<file path="src/rtl/flat_vector_shuttle_pkg.sv">
// Shared types and helpers for the flat-vector shuttle and its chunk serializer.
package flat_shuttle_pkg;

  typedef enum logic [1:0] {
    ST_LOAD   = 2'd0,
    ST_SETTLE = 2'd1,
    ST_SEND   = 2'd2
  } state_t;

  localparam int VEC_CNT_W = 16;

  function automatic int num_chunks(input int width, input int chunk_w);
    return (width + chunk_w - 1) / chunk_w;
  endfunction

endpackage

</file>
<file path="src/rtl/flat_chunk_serializer.sv">
// Parallel-load, MSB-first chunk serializer with valid/ready output.
// The top chunk is zero-padded when OUT_W is not a multiple of CHUNK_W.
module flat_chunk_serializer
  import flat_shuttle_pkg::*;
#(
  parameter int OUT_W   = 10,
  parameter int CHUNK_W = 8
) (
  input  logic               clk,
  input  logic               rst_n,
  input  logic               clear,
  input  logic               load,
  input  logic [OUT_W-1:0]   load_data,
  output logic               m_valid,
  input  logic               m_ready,
  output logic [CHUNK_W-1:0] m_data,
  output logic               done
);

  localparam int NO    = num_chunks(OUT_W, CHUNK_W);
  localparam int PAD_W = NO * CHUNK_W;
  localparam int CNT_W = (NO > 1) ? $clog2(NO) : 1;

  logic [PAD_W-1:0] shadow;
  logic [CNT_W-1:0] cnt;
  logic             fire;
  logic             last;

  assign fire   = m_valid & m_ready & ~clear;
  assign last   = (cnt == CNT_W'(NO - 1));
  assign done   = fire & last;
  // Current chunk always sits at the top; the shift drains zeros in behind it.
  assign m_data = shadow[PAD_W-1 -: CHUNK_W];

  always_ff @(posedge clk or negedge rst_n) begin
    if (!rst_n) begin
      shadow  <= '0;
      cnt     <= '0;
      m_valid <= 1'b0;
    end else if (clear) begin
      shadow  <= '0;
      cnt     <= '0;
      m_valid <= 1'b0;
    end else if (load) begin
      shadow  <= PAD_W'(load_data);
      cnt     <= '0;
      m_valid <= 1'b1;
    end else if (fire) begin
      shadow <= shadow << CHUNK_W;
      if (last) begin
        cnt     <= '0;
        m_valid <= 1'b0;
      end else begin
        cnt <= cnt + 1'b1;
      end
    end
  end

endmodule

</file>
<file path="src/rtl/flat_vector_shuttle.sv">
// Assembles chunked stimulus into in_flat, waits SETTLE cycles, captures
// out_flat and streams it back as chunks.
module flat_vector_shuttle
  import flat_shuttle_pkg::*;
#(
  parameter int IN_W    = 16,
  parameter int OUT_W   = 10,
  parameter int CHUNK_W = 8,
  parameter int SETTLE  = 1
) (
  input  logic                 clk,
  input  logic                 rst_n,
  input  logic                 flush,
  input  logic                 s_valid,
  output logic                 s_ready,
  input  logic [CHUNK_W-1:0]   s_data,
  output logic [IN_W-1:0]      in_flat,
  input  logic [OUT_W-1:0]     out_flat,
  output logic                 m_valid,
  input  logic                 m_ready,
  output logic [CHUNK_W-1:0]   m_data,
  output logic                 busy,
  output logic [VEC_CNT_W-1:0] vec_count
);

  localparam int NI     = num_chunks(IN_W, CHUNK_W);
  localparam int ICNT_W = (NI > 1) ? $clog2(NI) : 1;

  state_t            state, state_n;
  logic [IN_W-1:0]   shadow;
  logic [ICNT_W-1:0] in_cnt;
  logic [SETTLE:1]   vld_pipe;
  logic              s_fire;
  logic              in_last;
  logic              load_done;
  logic              capture;
  logic              ser_done;

  assign s_ready   = (state == ST_LOAD);
  assign busy      = (state != ST_LOAD);
  assign s_fire    = s_valid & s_ready & ~flush;
  assign in_last   = (in_cnt == ICNT_W'(NI - 1));
  assign load_done = s_fire & in_last;
  assign capture   = (state == ST_SETTLE) & vld_pipe[SETTLE] & ~flush;

  always_ff @(posedge clk or negedge rst_n) begin
    if (!rst_n) state <= ST_LOAD;
    else        state <= state_n;
  end

  always_comb begin
    state_n = state;
    case (state)
      ST_LOAD:   if (load_done) state_n = ST_SETTLE;
      ST_SETTLE: if (capture)   state_n = ST_SEND;
      ST_SEND:   if (ser_done)  state_n = ST_LOAD;
      default:                  state_n = ST_LOAD;
    endcase
    if (flush) state_n = ST_LOAD;
  end

  // Truncating cast keeps the low IN_W bits, so surplus high bits of the
  // first chunk fall off the top of the shadow.
  always_ff @(posedge clk or negedge rst_n) begin
    if (!rst_n) begin
      shadow  <= '0;
      in_cnt  <= '0;
      in_flat <= '0;
    end else if (flush) begin
      shadow <= '0;
      in_cnt <= '0;
    end else if (s_fire) begin
      if (in_last) begin
        in_flat <= IN_W'({shadow, s_data});
        shadow  <= '0;
        in_cnt  <= '0;
      end else begin
        shadow <= IN_W'({shadow, s_data});
        in_cnt <= in_cnt + 1'b1;
      end
    end
  end

  // A single token walks the settle window; it reaches the top bit in the
  // cycle before the capture edge.
  always_ff @(posedge clk or negedge rst_n) begin
    if (!rst_n) begin
      vld_pipe <= '0;
    end else if (flush) begin
      vld_pipe <= '0;
    end else begin
      vld_pipe[1] <= load_done;
      for (int i = 2; i <= SETTLE; i++) vld_pipe[i] <= vld_pipe[i-1];
    end
  end

  always_ff @(posedge clk or negedge rst_n) begin
    if (!rst_n)        vec_count <= '0;
    else if (ser_done) vec_count <= vec_count + 1'b1;
  end

  flat_chunk_serializer #(
    .OUT_W   (OUT_W),
    .CHUNK_W (CHUNK_W)
  ) u_ser (
    .clk       (clk),
    .rst_n     (rst_n),
    .clear     (flush),
    .load      (capture),
    .load_data (out_flat),
    .m_valid   (m_valid),
    .m_ready   (m_ready),
    .m_data    (m_data),
    .done      (ser_done)
  );

endmodule
</file>
<file path="config.mk">
export PLATFORM = sky130hd
export DESIGN_NAME = flat_vector_shuttle
export DESIGN_NICKNAME = d
export VERILOG_FILES = /design/src/rtl/flat_vector_shuttle_pkg.sv /design/src/rtl/flat_chunk_serializer.sv /design/src/rtl/flat_vector_shuttle.sv
export SDC_FILE = /design/constraint.sdc
export NUM_CORES = 1
export LEC_CHECK = 0
export BUFFER_PORTS_ARGS = -buffer_cell sky130_fd_sc_hd__buf_2
export CAP_MARGIN = 10
export CORE_ASPECT_RATIO = 1.25
export CORE_MARGIN = 3
export CORE_UTILIZATION = 50
export CTS_CLUSTER_SIZE = 40
export DETAILED_ROUTE_END_ITERATION = 7
export PLACE_DENSITY_LB_ADDON = 0.25
export SLEW_MARGIN = 5
export SYNTH_ARGS = -nofsm -noshare
export SYNTH_HDL_FRONTEND = slang
export SYNTH_HIERARCHICAL = 1
export SYNTH_SLANG_ARGS = --single-unit
</file>
<file path="constraint.sdc">
create_clock -name clk -period 2.2 [get_ports clk]
set_input_delay 0.44 -clock clk [delete_from_list [all_inputs] [get_ports clk]]
set_output_delay 0.44 -clock clk [all_outputs]
set_load 0.02 [all_outputs]
</file>
# After elaboration in Yosys (flattened, before gate mapping)
# Index checks and enable logic that the tools add are counted.
[word_totals]
ff_bits = 62
inputBits = 23
out_inout_bits = 43
wordCells = 57
[classes]
add_sub_neg = 3
n_eq_ne = 5
mux = 23
bitwise_logic = 9
n_reduce_logical = 8
[op_table]
columns = ["operator", "count"]
rows = [
  ["$mux 16", 3],
  ["$mux 8", 3],
  ["$add 16x1->16 const B", 1],
  ["$mux 1", 12],
  ["$and 1x1->1", 8],
  ["$mux 2", 4],
  ["$ne 3x3->1 const B", 2],
  ["$pmux 2 s3", 1],
  ["$reduce_and 3->1", 2],
  ["$reduce_bool 3->1", 2],
  ["$reduce_bool 2->1", 2],
  ["$ne 3x2->1 const B", 1],
  ["$add 1x1->1 const B", 2],
  ["$eq 2x1->1 const B", 1],
  ["$eq 2x2->1 const B", 1],
  ["$logic_not 2->1", 1],
  ["$reduce_and 2->1", 1],
  ["$not 1->1", 1],
]

# Longest topological paths before layout
# Gate-level depths: netlist (run 1).
[logic_depth]
depth_word = 7
depth_mapped = 8
ltp_nobuf = 6

# By module
# Netlist (run 1), hierarchy kept.
[by_module_without_submodules]
columns = ["mod", "n_inst", "cells_per_inst", "area_each_um2", "seq_area_each_um2"]
rows = [
  ["flat_vector_shuttle", 1, 131, 1868.0, 1101.1],
  ["flat_chunk_serializer", 1, 91, 850.8, 450.4],
]

# Least setup slack after synthesis (run 1)
# OpenSTA, ideal clock, no wires.
[synth_timing]
path_type = "flip-flop to flip-flop"
from = "register u_ser.m_valid"
to = "register vec_count[13]"
setup_ns = 0.129
arrival_ns = 1.906
required_ns = 2.071
setup_slack_ns = 0.165
stages_incl_launch_ff = 9
path_buffers = 2
period_less_slack_ns = 2.035
path_cell_list = "dfrtp_1 -> nand2_1 -> buf_2 -> nor3b_1 -> buf_2 -> and4_1 -> nor4b_4 -> nand3_1 -> xnor2_1"
[synth_between]
elab_chain_len = 3
[synth_lines]
columns = ["element", "line_no", "rtl"]
rows = [
  ["start: declaration", "flat_chunk_serializer.sv:14", "output logic m_valid,"],
  ["start signal: assignment", "flat_chunk_serializer.sv:39", "m_valid <= 1'b0;"],
  ["start signal: assignment", "flat_chunk_serializer.sv:43", "m_valid <= 1'b0;"],
  ["start signal: assignment", "flat_chunk_serializer.sv:47", "m_valid <= 1'b1;"],
  ["$and 1x1->1 (2 in a row)", "flat_chunk_serializer.sv:29", "assign fire = m_valid & m_ready & ~clear;"],
  ["$and 1x1->1", "flat_chunk_serializer.sv:31", "assign done = fire & last;"],
  ["net ser_done", "flat_vector_shuttle.sv:37", "logic ser_done;"],
  ["end signal: assignment", "flat_vector_shuttle.sv:99", "else if (ser_done) vec_count <= vec_count + 1'b1;"],
  ["end: declaration", "flat_vector_shuttle.sv:23", "output logic [VEC_CNT_W-1:0] vec_count"],
]
# The timed path passes the listed nets, and every way through them passes these cells.
# A chain may end at the register's enable or synchronous reset.

# Final worst setup path (run 1)
# Ends and elaborated chain as after synthesis.

==> results of run 1 <==
==> synth_stat cells (2+ instances only) <==
cell                         n  area, um^2
sky130_fd_sc_hd__clkbuf_1    3        11.3
sky130_fd_sc_hd__dfrtp_1    62        1550
sky130_fd_sc_hd__a21oi_1    16        80.1
sky130_fd_sc_hd__mux2_2      9         101
sky130_fd_sc_hd__inv_1       5        18.8
sky130_fd_sc_hd__and2_1      2        12.5
sky130_fd_sc_hd__buf_2       3        15.0
sky130_fd_sc_hd__buf_4       9        67.6
sky130_fd_sc_hd__xor2_1      4        35.0
sky130_fd_sc_hd__nand3b_1    8        60.1
sky130_fd_sc_hd__a2111oi_2   2        30.0
sky130_fd_sc_hd__xnor2_1    12         105
sky130_fd_sc_hd__a22o_1      8        70.1
sky130_fd_sc_hd__nor3_1      6        30.0
sky130_fd_sc_hd__nand3_1     6        30.0
sky130_fd_sc_hd__nor2_1     10        37.5
sky130_fd_sc_hd__nand2_1    29         109
sky130_fd_sc_hd__mux2_4      9         135
sky130_fd_sc_hd__buf_6       2        22.5
sky130_fd_sc_hd__nand4_1     3        18.8
==> metal layers <==
metal	track usage	vias up	part of all wire
met5	0	-	0
met2	0.267	52	0.48
met1	0.196	858	0.44
met4	0.0735	0	0.016
li1	-	881	-
met3	0.0727	8	0.061
==> sequential cells by signal (all words and copies together) (netlist names) <==
| signal | count |
|---|---|
| in_cnt | 1 |
| in_flat | 16 |
| shadow | 8 |
| state | 2 |
| u_ser/cnt | 1 |
| u_ser/m_valid | 1 |
| u_ser/shadow | 16 |
| vec_count | 16 |
| vld_pipe | 1 |
==> power groups by stage <==
stage          sequential, mW  clock [mW]  combinational [mW]
3_5_place_dp             1.30           0               0.392
2_1_floorplan            1.40           0               0.145
6_report                 1.28       0.929               0.385
5_1_grt                  1.29        1.02               0.412
3_3_place_gp             1.30           0               0.389
4_1_cts                  1.28       0.956               0.392
==> cells by family after synthesis <==
| kind of cell | Yosys count | synth area share |
|---|---|---|
| AOI/OAI and AO/OA | 27 | 0.0690 |
| buffers and inverters | 23 | 0.0552 |
| DFF | 62 | 0.571 |
| muxes | 18 | 0.0870 |
| and+or+nand+nor | 75 | 0.162 |
| xor gates and xnor gates | 16 | 0.0515 |
| adders and majority gates | 1 | 0.00460 |
==> layout make-up <==
cell class,instances,area (um^2)
Fill cell,433,1920
Sequential cell,62,1550
Multi-Input combinational cell,137,1020
Timing Repair Buffer,72,378
Clock buffer,11,131
Tap cell,62,77.6
Clock inverter,5,50.0
Inverter,5,18.8
==> how the worst max path moves through the flow <==
stage               cells after the start                   endpoint  slack [ns]                      start
finish                                  6  vec_count[13]$_DFFE_PN0P_        0.42  u_ser/m_valid$_DFFE_PN0P_
global route                            6  vec_count[13]$_DFFE_PN0P_        0.26  u_ser/m_valid$_DFFE_PN0P_
CTS                                     6  vec_count[13]$_DFFE_PN0P_        0.42  u_ser/m_valid$_DFFE_PN0P_
detailed placement                      6  vec_count[13]$_DFFE_PN0P_        0.25                      flush
global placement                        6  vec_count[13]$_DFFE_PN0P_        0.36                      flush
floorplan                               8  vec_count[13]$_DFFE_PN0P_        0.16  u_ser/m_valid$_DFFE_PN0P_
==> metrics.txt, run 1 <==
# TYPE chip_impl_metric gauge
chip_impl_metric{name="cell_area_placed",unit="mm^2"} 0.00305
chip_impl_metric{name="power.share.switching",unit=""} 0.260
chip_impl_metric{name="num-nets-final",unit=""} 311
chip_impl_metric{name="vias",unit=""} 1799
chip_impl_metric{name="dr.pass1.iters",unit=""} 4
chip_impl_metric{name="numCtsBuffers",unit=""} 9
chip_impl_metric{name="core",unit="mm^2"} 0.00515
chip_impl_metric{name="asyncSetResetFlopFracSynth",unit=""} 1.00
chip_impl_metric{name="design.die.area",unit="mm^2"} 0.00636
chip_impl_info{name="timing.critical_path.from_type",value="flip-flop"} 1
chip_impl_metric{name="switchingPower",unit="uW"} 674
chip_impl_metric{name="initial_core_util",unit=""} 0.528
chip_impl_metric{name="finish.utilization",unit=""} 0.627
chip_impl_metric{name="cts.sink_count",unit=""} 62
chip_impl_info{name="regToRegEndpoint",value="vec_count[13]$_DFFE_PN0P_"} 1
chip_impl_metric{name="maximum_operating_frequency",unit="MHz"} 561
chip_impl_metric{name="cts.reportedPaths.clkPinSlew",unit="ns"} 0.07
chip_impl_metric{name="drv_slew",unit=""} 0
chip_impl_metric{name="post_synth_inst_count",unit=""} 222
chip_impl_metric{name="grt-ovfl-total",unit=""} 0
chip_impl_info{name="cts_root_buffer",value="sky130_fd_sc_hd__clkbuf_8"} 1
chip_impl_metric{name="critical_path.n_buffers_inverters",unit=""} 0
chip_impl_metric{name="grt_pass1_vias",unit=""} 1716
chip_impl_metric{name="syn-num-nets",unit=""} 246
chip_impl_metric{name="static-leakage-power",unit="nW"} 1.71
chip_impl_metric{name="crit_path_max_incr_delay",unit="ns"} 0.38
chip_impl_metric{name="drtAntennaViolNets",unit=""} 0
chip_impl_metric{name="grt_start_max_net_pins",unit=""} 27
chip_impl_metric{name="holdWs",unit="ns"} 0.0426
chip_impl_info{name="outcome",value="complete, no violations"} 1
chip_impl_info{name="crit_path_max_delay_cell_type",value="sky130_fd_sc_hd__dfrtp_1"} 1
chip_impl_metric{name="worst_ep_required_time",unit="ns"} 2.42
chip_impl_metric{name="ir_drop",unit="V"} 0.000339
chip_impl_metric{name="total_power",unit="mW"} 2.60
chip_impl_metric{name="cts-resized-gates",unit=""} 0
chip_impl_metric{name="synth-edff-count",unit=""} 0
chip_impl_metric{name="placed_instance_count",unit=""} 338
chip_impl_metric{name="via_per_inst",unit=""} 5.08
chip_impl_metric{name="worst-path-max-fanout",unit=""} 4
chip_impl_info{name="crit-reg2reg-launch",value="u_ser/m_valid$_DFFE_PN0P_"} 1
chip_impl_metric{name="clock_skew",unit="ns"} 0.00778
chip_impl_metric{name="clockBufferDepth",unit=""} 2
chip_impl_metric{name="number_of_hold_buffers_added_after_cts",unit=""} 0
chip_impl_metric{name="power.sequential.fraction",unit=""} 0.494
chip_impl_info{name="critPathCaptureType",value="flip-flop"} 1
chip_impl_metric{name="pnr_worst_setup_slack",unit="ns"} 0.417
chip_impl_metric{name="die_y",unit="um"} 88.4
chip_impl_info{name="final_common_cell",value="sky130_fd_sc_hd__buf_2"} 1
chip_impl_metric{name="placementRows",unit=""} 29
chip_impl_metric{name="antenna-diode-count",unit=""} 0
chip_impl_metric{name="worst_skew_pair.late_latency",unit="ns"} 0.33
chip_impl_metric{name="timing.final.crit_period",unit="ns"} 1.78
chip_impl_metric{name="yosysWarningCount",unit=""} 6
chip_impl_metric{name="timing.reg2reg.worst_path_depth",unit=""} 6
chip_impl_metric{name="postSynthAreaPerCell",unit="um^2"} 12.2
chip_impl_metric{name="place.detailed.hpwl",unit="um"} 3510
chip_impl_info{name="crit_path_cell_trace",value="nand2_1, nor3b_1, and4_1, nor4b_4, nand3_1, xnor2_1"} 1
chip_impl_metric{name="placement.io_buffers",unit=""} 65
chip_impl_metric{name="reg2reg_setup_slack",unit="ns"} 0.42
chip_impl_metric{name="drive_gt1_frac",unit=""} 0.390
chip_impl_info{name="postSynth.topFlopCell",value="sky130_fd_sc_hd__dfrtp_1"} 1
chip_impl_metric{name="cts_setup_buffers",unit=""} 0
chip_impl_metric{name="final.period_utilization",unit=""} 0.810
chip_impl_metric{name="timing.critical_path.arrival",unit="ns"} 2.00
chip_impl_metric{name="max_cap_viol_count",unit=""} 0
chip_impl_metric{name="finish.instance_area",unit="mm^2"} 0.00323
chip_impl_metric{name="tightestPinTransition",unit="ns"} 0.528
chip_impl_metric{name="pre_cts_ws",unit="ns"} 0.251
chip_impl_metric{name="postRouteWirelength",unit="um"} 4870
chip_impl_metric{name="grt_pass1_wl",unit="um"} 7980
chip_impl_metric{name="synth-seq-cells",unit=""} 62
chip_impl_metric{name="drt_first_iter_violations",unit=""} 45
chip_impl_info{name="cp_top_family",value="simple AND/OR/NAND/NOR gates"} 1
chip_impl_metric{name="drcViolationCount",unit=""} 0
chip_impl_metric{name="cellInternalPower",unit="mW"} 1.92
chip_impl_info{name="clock_tree_from_tritoncts",value="done"} 1
chip_impl_metric{name="yosys.cell_types.count",unit=""} 34
chip_impl_info{name="setup.worst_path.class",value="reg2reg"} 1
chip_impl_metric{name="final_cells",unit=""} 354
chip_impl_info{name="layout.cells.most_common_list",value="65 x sky130_fd_sc_hd__buf_2, 62 x sky130_fd_sc_hd__dfrtp_1, 29 x sky130_fd_sc_hd__nand2_1"} 1
chip_impl_metric{name="synthToLayoutAreaGrowth",unit="%"} 18.8
chip_impl_metric{name="htree_num_levels",unit=""} 3
chip_impl_metric{name="worst_slew_margin_rel",unit=""} 0.645
chip_impl_metric{name="powerDensity",unit="mW/mm^2"} 804
chip_impl_metric{name="final.setup.tns",unit="ns"} 0
chip_impl_metric{name="synth_seq_area_share",unit=""} 0.571
chip_impl_metric{name="detail_routed_net_length_per_standard_cell",unit="um"} 13.8
chip_impl_info{name="worstHoldPathType",value="in2async"} 1
chip_impl_metric{name="share_comb_of_total_power",unit=""} 0.148
chip_impl_metric{name="finalSetupViolations",unit=""} 0
chip_impl_metric{name="initial_antenna_violation_count",unit=""} 0
chip_impl_metric{name="hold_viol_final",unit=""} 0
chip_impl_metric{name="synth_area",unit="mm^2"} 0.00272
chip_impl_metric{name="fp.dieW",unit="um"} 72.0
chip_impl_metric{name="share_clk_of_total_power",unit=""} 0.358
chip_impl_info{name="grt_setup_unrepaired",value="false"} 1
chip_impl_metric{name="gp_congestion",unit=""} 0.742
chip_impl_metric{name="grt.total_usage",unit=""} 0.167
chip_impl_metric{name="num_io_pins",unit=""} 66
(Power assumes the default switching activity.)
==> inputs of run 2 (changes only) <==
Settings changed: CORE_UTILIZATION 50 to 48.
Clock period 2.2 ns to 1.55 ns, I/O delays scaled along.
==> metrics.txt, run 2 (synthesis results as in run 1) <==
# TYPE chip_impl_metric gauge
chip_impl_metric{name="numCtsBuffers",unit=""} 9
chip_impl_metric{name="multiInputGateArea",unit="mm^2"} 0.00106
chip_impl_metric{name="initial_antenna_violation_count",unit=""} 0
chip_impl_metric{name="antenna-diode-count",unit=""} 0
chip_impl_metric{name="grt_pass1_vias",unit=""} 1833
chip_impl_info{name="holdCritStartpoint",value="out_flat[3]"} 1
chip_impl_metric{name="num_io_pins",unit=""} 66
chip_impl_metric{name="design.die.area",unit="mm^2"} 0.00661
chip_impl_metric{name="drive_gt1_frac",unit=""} 0.458
chip_impl_info{name="critPathCaptureType",value="flip-flop"} 1
chip_impl_metric{name="whs_path_depth",unit=""} 3
chip_impl_metric{name="reg2reg_setup_slack",unit="ns"} 0.05
chip_impl_metric{name="finish.instance_area",unit="mm^2"} 0.00339
chip_impl_metric{name="clockBufferDepth",unit=""} 2
chip_impl_metric{name="cts.reportedPaths.clkPinSlew",unit="ns"} 0.07
chip_impl_metric{name="dr.pass1.iters",unit=""} 4
chip_impl_metric{name="place.detailed.hpwl",unit="um"} 3530
chip_impl_metric{name="drv_slew",unit=""} 0
chip_impl_metric{name="htree_num_levels",unit=""} 3
chip_impl_metric{name="timing.critical_path.arrival",unit="ns"} 1.73
chip_impl_metric{name="synthToLayoutAreaGrowth",unit="%"} 24.7
chip_impl_metric{name="drcViolationCount",unit=""} 0
chip_impl_info{name="grt_setup_unrepaired",value="true"} 1
chip_impl_metric{name="powerDensity",unit="mW/mm^2"} 1070
chip_impl_metric{name="tightestPinTransition",unit="ns"} 0.411
chip_impl_metric{name="hold_viol_final",unit=""} 0
chip_impl_metric{name="pre_cts_ws",unit="ns"} -0.0655
chip_impl_metric{name="cell_area_placed",unit="mm^2"} 0.00316
chip_impl_metric{name="timing.final.crit_period",unit="ns"} 1.50
chip_impl_metric{name="worst_ep_required_time",unit="ns"} 1.77
chip_impl_metric{name="final.period_utilization",unit=""} 0.970
chip_impl_metric{name="grt.total_usage",unit=""} 0.171
chip_impl_metric{name="vias",unit=""} 1880
chip_impl_metric{name="core",unit="mm^2"} 0.00544
chip_impl_info{name="worstHoldPathType",value="in2reg"} 1
chip_impl_info{name="hold_endpoint",value="u_ser/shadow[3]$_DFFE_PN0P_"} 1
chip_impl_metric{name="worst-path-max-fanout",unit=""} 3
chip_impl_info{name="reg_top3",value="in_flat x16, u_ser/shadow x16, vec_count x16"} 1
chip_impl_metric{name="fp.dieW",unit="um"} 73.3
chip_impl_metric{name="detail_routed_net_length_per_standard_cell",unit="um"} 13.9
chip_impl_metric{name="worst_skew_pair.late_latency",unit="ns"} 0.34
chip_impl_metric{name="placementRows",unit=""} 30
chip_impl_metric{name="total_power",unit="mW"} 3.63
chip_impl_metric{name="final.fill_count",unit=""} 480
chip_impl_info{name="outcome",value="complete, no violations"} 1
chip_impl_metric{name="maximum_operating_frequency",unit="MHz"} 665
chip_impl_info{name="layout.cells.most_common_list",value="65 x sky130_fd_sc_hd__buf_2, 59 x sky130_fd_sc_hd__dfrtp_1, 28 x sky130_fd_sc_hd__nand2_1"} 1
chip_impl_metric{name="max_cap_viol_count",unit=""} 0
chip_impl_metric{name="cts.sink_count",unit=""} 62
chip_impl_info{name="clock_tree_from_tritoncts",value="done"} 1
chip_impl_metric{name="clock_skew",unit="ns"} 0.00719
chip_impl_metric{name="grt-ovfl-total",unit=""} 0
chip_impl_metric{name="placement.io_buffers",unit=""} 65
chip_impl_metric{name="gp_congestion",unit=""} 0.727
chip_impl_metric{name="finalSetupViolations",unit=""} 0
chip_impl_metric{name="timing.reg2reg.worst_path_depth",unit=""} 6
chip_impl_metric{name="layout.area.seq",unit="mm^2"} 0.00156
chip_impl_metric{name="die_y",unit="um"} 90.1
chip_impl_info{name="final_common_cell",value="sky130_fd_sc_hd__buf_2"} 1
chip_impl_metric{name="grt_pass1_wl",unit="um"} 8740
chip_impl_metric{name="drt_first_iter_violations",unit=""} 83
chip_impl_metric{name="drtAntennaViolNets",unit=""} 0
chip_impl_info{name="crit-reg2reg-launch",value="u_ser/m_valid$_DFFE_PN0P_"} 1
chip_impl_metric{name="pnr_worst_setup_slack",unit="ns"} 0.0472
chip_impl_info{name="regToRegEndpoint",value="vec_count[13]$_DFFE_PN0P_"} 1
chip_impl_metric{name="worst_slew_margin_rel",unit=""} 0.726
chip_impl_metric{name="static-leakage-power",unit="nW"} 1.80
chip_impl_metric{name="via_per_inst",unit=""} 5.08
chip_impl_info{name="cts_root_buffer",value="sky130_fd_sc_hd__clkbuf_8"} 1
chip_impl_metric{name="postRouteWirelength",unit="um"} 5130
chip_impl_metric{name="ir_drop",unit="V"} 0.000491
chip_impl_metric{name="initial_core_util",unit=""} 0.500
chip_impl_metric{name="num-nets-final",unit=""} 325
chip_impl_metric{name="finish.utilization",unit=""} 0.623
chip_impl_metric{name="grt_start_max_net_pins",unit=""} 63
chip_impl_info{name="setup.worst_path.class",value="reg2reg"} 1
chip_impl_info{name="timing.critical_path.from_type",value="flip-flop"} 1
## run 2: cell types whose count changed in the layout (fill, tap and decap cells not counted), sizes merged
cell and delta:
clkbuf -1, clkinv -1, dlygate4sd3 +1, buf +13, bufinv -1, clkinvlp +3
## run 2: power breakdown
part	switching (mW)	internal, mW
clock network	0.628	0.613
logic	0.312	0.258
registers	0.0691	1.75
## run 2: per-layer routing
layer / up-vias / global-route usage / share of wire
met5: - / 0 / 0
met3: 8 / 0.0369 / 0.051
li1: 911 / - / -
met2: 45 / 0.256 / 0.49
met1: 916 / 0.229 / 0.43
met4: 0 / 0.0952 / 0.023
## run 2: layout make-up
cell class	instances	area share
Timing Repair Buffer	86	0.147
Inverter	5	0.00554
Clock buffer	10	0.0406
Clock inverter	6	0.0111
Multi-Input combinational cell	137	0.313
Sequential cell	62	0.459
Tap cell	64	0.0236
## run 2: repair_timing
| item | 4_1_cts | 5_1_grt |
|---|---|---|
| setup endpoints to repair | 4 | 15 |
| endpoints found under the hold margin | 62 | 0 |
| pin swaps | 0 | 2 |
| buffers inserted | 2 | 0 |
| gates cloned | 0 | 0 |
| gates resized for setup | 1 | 9 |
| hold buffers | 1 | 0 |
## run 2: metrics by stage
stage          setup TNS (ns)  hold slack (ns)  std cells
2_1_floorplan           -1.90           0.0144        222
3_3_place_gp           -0.117            0.348        351
3_5_place_dp           -0.277            0.346        351
4_1_cts                     0            0.190        370
5_1_grt                -0.129            0.196        370
6_report                    0            0.200        370
## run 2: worst max-delay path by stage
stage / startpoint / to / slack [ns] / cells past startpoint
after floorplan: u_ser/m_valid$_DFFE_PN0P_ / vec_count[15]$_DFFE_PN0P_ / -0.26 / 8
after global placement: m_ready / vec_count[15]$_DFFE_PN0P_ / -0.05 / 7
after detailed placement: m_ready / vec_count[13]$_DFFE_PN0P_ / -0.07 / 7
after CTS: u_ser/m_valid$_DFFE_PN0P_ / vec_count[8]$_DFFE_PN0P_ / 0.005 / 6
after global routing: u_ser/m_valid$_DFFE_PN0P_ / vec_count[13]$_DFFE_PN0P_ / -0.06 / 6
final: u_ser/m_valid$_DFFE_PN0P_ / vec_count[13]$_DFFE_PN0P_ / 0.05 / 6
## run 2: worst max-delay path: stages (launching register included)
cell and delay (ns):
sky130_fd_sc_hd__dfrtp_2 0.38, sky130_fd_sc_hd__nand2_4 0.06, sky130_fd_sc_hd__nor3b_4 0.20, sky130_fd_sc_hd__and4_4 0.25
sky130_fd_sc_hd__nor4b_4 0.23, sky130_fd_sc_hd__nand3_1 0.12, sky130_fd_sc_hd__xnor2_1 0.14
==> inputs of run 3 (changes only) <==
Settings changed: CORE_MARGIN 3 to 2, CORE_UTILIZATION 48 to 50.
Clock period 1.55 ns to 1.8 ns, I/O delays scaled along.
==> metrics.txt, run 3 (synthesis results as in run 1) <==
# TYPE chip_impl_metric gauge
chip_impl_info{name="outcome",value="complete, no violations"} 1
chip_impl_metric{name="drtAntennaViolNets",unit=""} 0
chip_impl_metric{name="core",unit="mm^2"} 0.00533
chip_impl_info{name="crit-reg2reg-launch",value="u_ser/m_valid$_DFFE_PN0P_"} 1
chip_impl_metric{name="finalSetupViolations",unit=""} 0
chip_impl_info{name="setup.worst_path.class",value="reg2out"} 1
chip_impl_metric{name="pnr_worst_setup_slack",unit="ns"} 0.147
chip_impl_metric{name="final_cells",unit=""} 357
chip_impl_info{name="layout.cells.most_common_list",value="65 x sky130_fd_sc_hd__buf_2, 60 x sky130_fd_sc_hd__dfrtp_1, 28 x sky130_fd_sc_hd__nand2_1"} 1
chip_impl_metric{name="tightestPinTransition",unit="ns"} 0.522
chip_impl_metric{name="ir_drop",unit="V"} 0.000607
chip_impl_metric{name="pre_cts_ws",unit="ns"} 0.0873
chip_impl_metric{name="timing.final.crit_period",unit="ns"} 1.65
chip_impl_metric{name="synthToLayoutAreaGrowth",unit="%"} 20.8
chip_impl_metric{name="clock_skew",unit="ns"} 0.00763
chip_impl_metric{name="timing.reg2reg.worst_path_depth",unit=""} 6
chip_impl_metric{name="grt_start_max_net_pins",unit=""} 63
chip_impl_metric{name="die_y",unit="um"} 86.4
chip_impl_metric{name="htree_num_levels",unit=""} 3
chip_impl_metric{name="drv_slew",unit=""} 0
chip_impl_metric{name="number_of_hold_buffers_added_after_cts",unit=""} 0
chip_impl_metric{name="design.die.area",unit="mm^2"} 0.00605
chip_impl_info{name="worstHoldPathType",value="in2async"} 1
chip_impl_metric{name="placed_instance_count",unit=""} 341
chip_impl_metric{name="grt-ovfl-total",unit=""} 0
chip_impl_metric{name="antenna-diode-count",unit=""} 0
chip_impl_metric{name="postRouteWirelength",unit="um"} 4820
chip_impl_info{name="cts_root_buffer",value="sky130_fd_sc_hd__clkbuf_8"} 1
chip_impl_metric{name="worst_skew_pair.late_latency",unit="ns"} 0.33
chip_impl_info{name="final_common_cell",value="sky130_fd_sc_hd__buf_2"} 1
chip_impl_metric{name="drt_first_iter_violations",unit=""} 52
chip_impl_metric{name="grt_pass1_wl",unit="um"} 8380
chip_impl_metric{name="gp_congestion",unit=""} 0.760
chip_impl_metric{name="placement.io_buffers",unit=""} 65
chip_impl_metric{name="placementRows",unit=""} 30
chip_impl_metric{name="finish.utilization",unit=""} 0.616
chip_impl_metric{name="powerDensity",unit="mW/mm^2"} 959
chip_impl_metric{name="vias",unit=""} 1836
chip_impl_metric{name="initial_core_util",unit=""} 0.510
chip_impl_metric{name="timing.critical_path.arrival",unit="ns"} 1.29
chip_impl_metric{name="drive_gt1_frac",unit=""} 0.410
chip_impl_metric{name="num_io_pins",unit=""} 66
chip_impl_metric{name="drcViolationCount",unit=""} 0
chip_impl_metric{name="via_per_inst",unit=""} 5.14
chip_impl_metric{name="initial_antenna_violation_count",unit=""} 0
chip_impl_metric{name="final.period_utilization",unit=""} 0.918
chip_impl_metric{name="cts.sink_count",unit=""} 62
chip_impl_metric{name="num-nets-final",unit=""} 312
chip_impl_metric{name="cts_setup_buffers",unit=""} 0
chip_impl_metric{name="max_cap_viol_count",unit=""} 0
chip_impl_info{name="regToRegEndpoint",value="vec_count[15]$_DFFE_PN0P_"} 1
chip_impl_info{name="critPathCaptureType",value="primary output"} 1
chip_impl_metric{name="detail_routed_net_length_per_standard_cell",unit="um"} 13.5
chip_impl_metric{name="place.detailed.hpwl",unit="um"} 3370
chip_impl_metric{name="numCtsBuffers",unit=""} 9
chip_impl_metric{name="hold_viol_final",unit=""} 0
chip_impl_metric{name="static-leakage-power",unit="nW"} 1.73
chip_impl_info{name="timing.critical_path.from_type",value="flip-flop"} 1
chip_impl_metric{name="cts-resized-gates",unit=""} 0
chip_impl_metric{name="total_power",unit="mW"} 3.15
chip_impl_metric{name="maximum_operating_frequency",unit="MHz"} 605
chip_impl_metric{name="grt_pass1_vias",unit=""} 1860
chip_impl_metric{name="cts.reportedPaths.clkPinSlew",unit="ns"} 0.06
chip_impl_info{name="clock_tree_from_tritoncts",value="done"} 1
chip_impl_info{name="reg_top3",value="in_flat x16, u_ser/shadow x16, vec_count x16"} 1
chip_impl_metric{name="worst_slew_margin_rel",unit=""} 0.650
chip_impl_metric{name="worst-path-max-fanout",unit=""} 5
chip_impl_metric{name="worst_ep_required_time",unit="ns"} 1.44
chip_impl_metric{name="grt.total_usage",unit=""} 0.177
chip_impl_metric{name="clockBufferDepth",unit=""} 2
chip_impl_metric{name="fp.dieW",unit="um"} 70.0
chip_impl_info{name="grt_setup_unrepaired",value="false"} 1
chip_impl_metric{name="reg2reg_setup_slack",unit="ns"} 0.21
chip_impl_metric{name="dr.pass1.iters",unit=""} 4
## run 3: cell count changes in the layout (fill, tap and decap cells not counted), moves of 2 or more
| cell | before | now |
|---|---|---|
| sky130_fd_sc_hd__buf_4 | 19 | 6 |
| sky130_fd_sc_hd__clkbuf_8 | 10 | 12 |
| sky130_fd_sc_hd__clkinvlp_4 | 3 | 1 |
| sky130_fd_sc_hd__nor2_1 | 8 | 10 |
## run 3: worst max-delay path by stage
stage,from,to,slack [ns],cells past startpoint
after global routing,state[1]$_DFFE_PN0P_,busy,0.02,4
after floorplan,u_ser/m_valid$_DFFE_PN0P_,vec_count[15]$_DFFE_PN0P_,-0.01,8
after detailed placement,m_ready,vec_count[15]$_DFFE_PN0P_,0.09,7
final,state[1]$_DFFE_PN0P_,busy,0.15,4
after CTS,state[1]$_DFFE_PN0P_,busy,0.10,4
after global placement,m_ready,vec_count[15]$_DFFE_PN0P_,0.14,7
## run 3: critical path: stages (launching register included)
cell and delay, ns:
sky130_fd_sc_hd__dfrtp_2 0.46, sky130_fd_sc_hd__buf_4 0.17, sky130_fd_sc_hd__nor2_1 0.14, sky130_fd_sc_hd__inv_1 0.05, sky130_fd_sc_hd__buf_2 0.15
## run 3: layer usage
layer / track usage / vias up / wire [um]
li1: - / 885 / -
met1: 0.216 / 891 / 2200
met2: 0.292 / 50 / 2290
met3: 0.0314 / 10 / 200
met4: 0.110 / 0 / 123
met5: 0 / - / 0
## run 3: metrics by stage
stage	instance area (um^2)	setup TNS, ns	hold WS [ns]
2_1_floorplan	2740	-0.0280	0.0644
3_3_place_gp	3100	0	0.396
3_5_place_dp	3100	0	0.401
4_1_cts	3280	0	0.0408
5_1_grt	3280	0	0.0554
6_report	3280	0	0.0215
## run 3: final cells by class
cell class                      instances  area, um^2
Multi-Input combinational cell        137        1030
Timing Repair Buffer                   73         410
Tap cell                               64        80.1
Fill cell                             445        2050
Sequential cell                        62        1550
Clock inverter                          3        17.5
Inverter                                5        18.8
Clock buffer                           13         169
## run 3: power by group
part / switching, mW / internal [mW]
Sequential: 0.0569 / 1.51
Combinational: 0.263 / 0.214
Clock: 0.499 / 0.608
